===== src/rtl/tt_sweep_pkg.sv =====
// Shared types and sizes for the truth-table sweep controller.
package tt_sweep_pkg;

  localparam int N_IN  = 4;
  localparam int N_OUT = 4;
  localparam int N_VEC = 16;
  localparam int ERR_W = 5;

  typedef enum logic [2:0] {
    IDLE,
    APPLY,
    SETTLE,
    CAPTURE,
    DONE
  } state_t;

endpackage


===== src/rtl/tt_expect_table.sv =====
// Expected-response table: 16 x 4 register file, synchronous write,
// combinational read, synchronous active-low clear.
module tt_expect_table
  import tt_sweep_pkg::*;
(
  input  logic             clk,
  input  logic             rst_n,
  input  logic             we,
  input  logic [N_IN-1:0]  waddr,
  input  logic [N_OUT-1:0] wdata,
  input  logic [N_IN-1:0]  raddr,
  output logic [N_OUT-1:0] rdata
);

  logic [N_OUT-1:0] mem [N_VEC];

  // Clear every entry on reset, otherwise write the addressed entry
  always_ff @(posedge clk) begin
    if (!rst_n) begin
      for (int unsigned i = 0; i < N_VEC; i++) mem[i] <= '0;
    end else if (we) begin
      mem[waddr] <= wdata;
    end
  end

  assign rdata = mem[raddr];

endmodule


===== src/rtl/tt_sweep_ctrl.sv =====
// Truth-table sweep controller: drives all 16 input combinations into a
// 4-in/4-out logic block, waits a settle time, captures the response and
// compares it with a programmable expected table.
module tt_sweep_ctrl
  import tt_sweep_pkg::*;
#(
  parameter int unsigned SETTLE_CYCLES = 4
) (
  input  logic             clk,
  input  logic             rst_n,
  input  logic             start,
  input  logic             abort,
  input  logic             cfg_we,
  input  logic [3:0]       cfg_addr,
  input  logic [3:0]       cfg_data,
  output logic [3:0]       dut_in,
  input  logic [3:0]       dut_out,
  output logic             busy,
  output logic             res_valid,
  output logic [3:0]       res_idx,
  output logic [3:0]       res_data,
  output logic             res_err,
  output logic             done,
  output logic             aborted,
  output logic             pass,
  output logic [ERR_W-1:0] err_count,
  output logic [3:0]       first_err_idx
);

  localparam logic [7:0]       CNT_LOAD = 8'(SETTLE_CYCLES - 1);
  localparam logic [N_IN-1:0]  LAST_IDX = N_IN'(N_VEC - 1);
  localparam logic [ERR_W-1:0] ERR_MAX  = ERR_W'(N_VEC);

  state_t           state;
  logic [N_IN-1:0]  idx;
  logic [7:0]       cnt;
  logic [N_OUT-1:0] exp_data;
  logic             mismatch;

  tt_expect_table u_table (
    .clk   (clk),
    .rst_n (rst_n),
    .we    (cfg_we && (state == IDLE)),
    .waddr (cfg_addr),
    .wdata (cfg_data),
    .raddr (idx),
    .rdata (exp_data)
  );

  assign mismatch = (dut_out != exp_data);

  // Sweep sequencing with registered outputs; dut_in is loaded on entry to
  // APPLY so it is stable for the whole APPLY/SETTLE/CAPTURE window.
  always_ff @(posedge clk) begin
    if (!rst_n) begin
      state         <= IDLE;
      idx           <= '0;
      cnt           <= '0;
      dut_in        <= '0;
      busy          <= 1'b0;
      res_valid     <= 1'b0;
      res_idx       <= '0;
      res_data      <= '0;
      res_err       <= 1'b0;
      done          <= 1'b0;
      aborted       <= 1'b0;
      pass          <= 1'b0;
      err_count     <= '0;
      first_err_idx <= '0;
    end else begin
      res_valid <= 1'b0;
      done      <= 1'b0;
      aborted   <= 1'b0;
      if ((state != IDLE) && abort) begin
        state   <= IDLE;
        busy    <= 1'b0;
        dut_in  <= '0;
        aborted <= 1'b1;
      end else begin
        unique case (state)
          IDLE: begin
            if (start) begin
              state         <= APPLY;
              busy          <= 1'b1;
              idx           <= '0;
              dut_in        <= '0;
              err_count     <= '0;
              first_err_idx <= '0;
              pass          <= 1'b0;
            end
          end
          APPLY: begin
            cnt   <= CNT_LOAD;
            state <= SETTLE;
          end
          SETTLE: begin
            if (cnt == '0) state <= CAPTURE;
            else           cnt   <= cnt - 8'd1;
          end
          CAPTURE: begin
            res_valid <= 1'b1;
            res_idx   <= idx;
            res_data  <= dut_out;
            res_err   <= mismatch;
            if (mismatch) begin
              if (err_count != ERR_MAX) err_count <= err_count + 5'd1;
              if (err_count == '0)      first_err_idx <= idx;
            end
            if (idx == LAST_IDX) begin
              state  <= DONE;
              dut_in <= '0;
            end else begin
              idx    <= idx + 4'd1;
              dut_in <= idx + 4'd1;
              state  <= APPLY;
            end
          end
          DONE: begin
            done  <= 1'b1;
            pass  <= (err_count == '0);
            busy  <= 1'b0;
            state <= IDLE;
          end
          default: begin
            state <= IDLE;
            busy  <= 1'b0;
          end
        endcase
      end
    end
  end

endmodule


===== config.mk =====
export PLATFORM = sky130hd
export DESIGN_NAME = tt_sweep_ctrl
export DESIGN_NICKNAME = d
export VERILOG_FILES = /design/src/rtl/tt_sweep_pkg.sv /design/src/rtl/tt_expect_table.sv /design/src/rtl/tt_sweep_ctrl.sv
export SDC_FILE = /design/constraint.sdc
export NUM_CORES = 1
export LEC_CHECK = 0
export BUFFER_PORTS_ARGS = -buffer_cell sky130_fd_sc_hd__buf_4
export CORE_ASPECT_RATIO = 0.6
export CORE_MARGIN = 2
export CORE_UTILIZATION = 56
export CTS_BUF_LIST = sky130_fd_sc_hd__clkbuf_8
export CTS_CLUSTER_SIZE = 40
export DETAILED_ROUTE_END_ITERATION = 16
export GPL_TIMING_DRIVEN = 0
export HOLD_SLACK_MARGIN = 0.1
export PLACE_DENSITY = 0.77
export SLEW_MARGIN = 20
export SYNTH_ARGS = -nofsm -noshare
export SYNTH_HDL_FRONTEND = slang
export SYNTH_SLANG_ARGS = --single-unit

===== constraint.sdc =====
create_clock -name clk -period 2.6 [get_ports clk]
set_input_delay 0.52 -clock clk [delete_from_list [all_inputs] [get_ports clk]]
set_output_delay 0.52 -clock clk [all_outputs]
set_load 0.05 [all_outputs]

==> impl.org <==
** Timing
- In the finished design, the share of the clock period the worst path needs comes to 0.969.
- Max-slew headroom :: 0.515
- Final Critical Period :: 2.52 ns
- Post-Route Hold Slack :: about 0.4 ns
- The final-report hold violation count is 0.
- Clock skew on the completed layout was measured at 0.0107 ns.
- Setup repair after global routing missed its margin :: no
- For the pin with the worst max-slew slack, the measured transition is 0.720 ns.
- Setup-failing EPs final :: 0
- The total count of max-transition violations in the final report is 0.
- Max Fclk :: roughly 400 MHz

** Detailed routing
- Detailed Route WL :: 11,900 um
- The routed layout has 3,701 vias.
- In the routed layout, each cell is associated on average with a via count of roughly 6.0.
- Final antenna-violating net count :: 0
- The first detailed-routing pass took 5 iterations.
- After the first detailed-routing iteration, the DRC count stood at 440.
- After detailed routing, the average wire length per cell comes to 19.3 um.
- In the routed design, unresolved DRC markers number 0.

** Clock network
- Clock-pin slew on the worst setup and hold paths :: 0.10 ns
- TritonCTS built the clock tree.
- Clock root buffer :: sky130_fd_sc_hd__clkbuf_8
- CTS sink cnt :: between 100 and 150
- CTS Hold Bufs :: 0
- No sink is reached through more buffers than the 2 on the longest clock path.
- Buffers inserted during clock tree synthesis total 9.
- For the worst-skew pair, the clock arrives at the later sink with an insertion delay of around 0.38 ns.
- Number of H-tree levels :: 3

** Floorplan
- The die is 77.6 um tall.
- The floorplan has 26 rows.
- Overall die width :: 127 um
- Boundary Pins :: 44
- Placeable core region :: between 0.008 and 0.009 mm2
- For this configuration, the core starts out at a cell density of 0.585.
- Full die area :: about 0.0098 mm2

** Synth
- The mapped netlist covers 0.00506 mm2.
- A synthesized cell averages 11.3 um2.
- The number of nets in the synthesized netlist is between 400 and 500.
- Post-synthesis instance total :: 446
- The share of synthesized area in the top cell type comes to 0.380.
- Number of warning messages in the yosys log :: 0
- Async set-reset flop share out of synthesis :: 0
- In this run, synthesis inferred 64 flip-flops with an integrated enable.
- Number of library cell types mapped by synthesis :: 43
- Post-synthesis sequential element count :: 110
- Sequential fraction of the synthesis area :: 0.562
- Top cells by area in the synthesized netlist :: sky130_fd_sc_hd__edfxtp_1 38%, sky130_fd_sc_hd__dfxtp_1 18%, sky130_fd_sc_hd__and2_1 8.2%
- The most used flip-flop cell after synthesis is sky130_fd_sc_hd__edfxtp_1.
- Top cell type by total area after synthesis :: sky130_fd_sc_hd__edfxtp_1

** Cells and area
- Compared with the post-synthesis result, the final layout area differs by 15.8%.
- Summing all flip-flop and latch instances after layout gives between 0.002 and 0.003 mm2.
- Area taken by multi-input logic gates :: 0.00216 mm2
- Number of fill cells in the layout :: 656
- The final layout contains roughly 530 nets.
- The library cells used most frequently in the layout, excluding fill and tap cells, are 66 x sky130_fd_sc_hd__and2_1, 64 x sky130_fd_sc_hd__edfxtp_1, 46 x sky130_fd_sc_hd__buf_4.
- Share of post-route cells with drive strength above 1 :: 0.183
- Leading cell type in the layout, fill and taps excluded :: sky130_fd_sc_hd__and2_1
- Number of diodes added for antenna fixing :: 0

** Pwr
- Total power divided by cell area :: 580 mW/mm2
- The worst-case IR drop observed on VDD is 0.318 mV.
- Static Leakage :: 2.17 nW
- Total power consumption of the routed design :: roughly 3.4 mW

** Hold path
- The min-delay analysis places its worst path in the category primary input to flop.
- Startpoint of the most critical hold path :: dut_out[2]
- Worst hold path endpoint :: res_data[2]
- Number of cells on the worst hold path :: 3

** Worst setup path
- STA puts the critical path data arrival time at 2.83 ns.
- The worst setup path is of the flop to flop kind.
- Cell chain of the critical path :: buf_8 > mux4_2 > mux4_2 > xor2_1 > or3_1 > o21a_4 > o22ai_1
- In this run the worst path has a maximum fanout of 10.
- In this run the critical register-to-register path is captured at first_err_idx[2].
- For this design, the slowest cell found on the critical path is sky130_fd_sc_hd__mux4_2.
- The worst setup path is launched from a flop.
- Sort of element at the end of the critical path :: flop
- Library cell appearing most often on the critical path :: sky130_fd_sc_hd__mux4_2
- On the worst path, the slowest cell contributes a delay of roughly 0.50 ns.
- Worst reg-to-reg path cell count :: 7
- Across all register-to-register paths, the minimum setup slack is 0.08 ns.
- STA puts the critical path data required time at around 2.9 ns.

** Placement
- The congestion estimate from routability-driven global placement came to 0.884.
- Placed wire-length estimate after detailed placement :: 8740 um
- IO Port Bufs :: 43

** Global route
- Vias in the first global route :: 3,490
- Overall routing resource usage :: 0.262
- Antenna violations before repair :: 0
- Entering global routing, the biggest net connects 18 pins.
- The first global-routing pass estimated 19,100 um of wire.
- Final global-route overflow total :: 0

** Run
- The tool flagged a number of max-cap violations equal to 0.

** Status
- The flow ran to the end, and the final reports show no timing, DRC or antenna violations.
## cell usage after synthesis, types with 4 or more instances
master / count
sky130_fd_sc_hd__nand2_1: 37
sky130_fd_sc_hd__nor3_1: 10
sky130_fd_sc_hd__o21ai_1: 4
sky130_fd_sc_hd__dfxtp_1: 46
sky130_fd_sc_hd__inv_1: 16
sky130_fd_sc_hd__mux4_2: 14
sky130_fd_sc_hd__xor2_1: 6
sky130_fd_sc_hd__nor2_1: 34
sky130_fd_sc_hd__mux4_1: 4
sky130_fd_sc_hd__nor2b_1: 4
sky130_fd_sc_hd__and2_1: 66
sky130_fd_sc_hd__edfxtp_1: 64
sky130_fd_sc_hd__ha_1: 5
sky130_fd_sc_hd__o21ai_0: 17
sky130_fd_sc_hd__a31oi_1: 4
sky130_fd_sc_hd__nand2b_1: 11
sky130_fd_sc_hd__mux2i_1: 9
sky130_fd_sc_hd__nand3_1: 18
sky130_fd_sc_hd__o22ai_1: 4
sky130_fd_sc_hd__clkbuf_1: 14
sky130_fd_sc_hd__a32oi_1: 4
sky130_fd_sc_hd__a21oi_1: 19
sky130_fd_sc_hd__xnor2_1: 5
## timing repair
item	CTS	global route
endpoints found under the setup margin	38	34
pin swaps	0	1
resized for setup	15	13
buffers inserted	1	2
## area by class of cell
class                           count  area share
Sequential cell                   110       0.486
Multi-Input combinational cell    302       0.368
Timing Repair Buffer               46      0.0589
Clock buffer                       11      0.0258
Tap cell                          112      0.0239
Buffer                             17      0.0162
Inverter                           17      0.0109
Clock inverter                      5     0.00982
## flip-flops by register name, indices dropped and copies added, names as in the netlist, 3 cells and up, named ones only
name           flops
cnt                8
err_count          5
first_err_idx      4
res_data           4
dut_in             4
res_idx            4
idx                4
u_table.mem       64
state              3
## metrics by stage
stage | utilization | area (um2) | setup WS [ns] | std cells | TNS, ns
global route | 0.677 | 5860 | 0.00189 | 620 | 0
floorplan | - | 5060 | 0.180 | 446 | 0
detailed placement | 0.638 | 5520 | -0.321 | 601 | -5.09
CTS | 0.670 | 5800 | 0.0119 | 618 | 0
finish | 0.677 | 5860 | 0.0812 | 620 | 0
global placement | 0.638 | 5520 | -0.182 | 601 | -2.87
## layer usage
layer,global-route usage,part of all wire,up-vias
met5,0,0,-
met4,0.0736,0.0094,0
met3,0.0972,0.11,9
met2,0.359,0.42,167
met1,0.391,0.46,1802
li1,-,-,1723
## how the worst max path moves through the flow
stage,start,to,slack [ns],cells past startpoint
5_1_grt,flop,first_err_idx[2],0.002,7
3_5_place_dp,state[1],u_table.mem[0][0],-0.32,7
3_3_place_gp,state[1],u_table.mem[0][3],-0.18,7
2_1_floorplan,flop,err_count[2],0.18,7
4_1_cts,state[1],u_table.mem[0][2],0.01,7
6_report,flop,first_err_idx[2],0.08,7
## worst max-delay path, delay by kind of cell, from the launching register on
family | cells | cell delay [ns]
compound gates | 2 | 0.37
xor+xnor | 1 | 0.17
buf+inv | 1 | 0.16
flops | 1 | 0.39
mux | 2 | 0.99
simple gates | 1 | 0.36
## cells by family after synthesis
group,count (synthesis),share of synthesized area
buffers and inverters,34,0.0284
adders and majority gates,5,0.0124
and+or+nand+nor,195,0.201
DFF,110,0.562
xor gates and xnor gates,11,0.0190
muxes,28,0.103
AOI/OAI and AO/OA,63,0.0742
## power by group
group / internal [mW] / leakage (nW) / total, mW / switching (mW)
Clock: 0.499 / 0.111 / 1.08 / 0.577
Sequential: 1.90 / 1.04 / 1.94 / 0.0389
Combinational: 0.133 / 1.02 / 0.384 / 0.251
No activity file was read; power rests on OpenSTA's default activity.
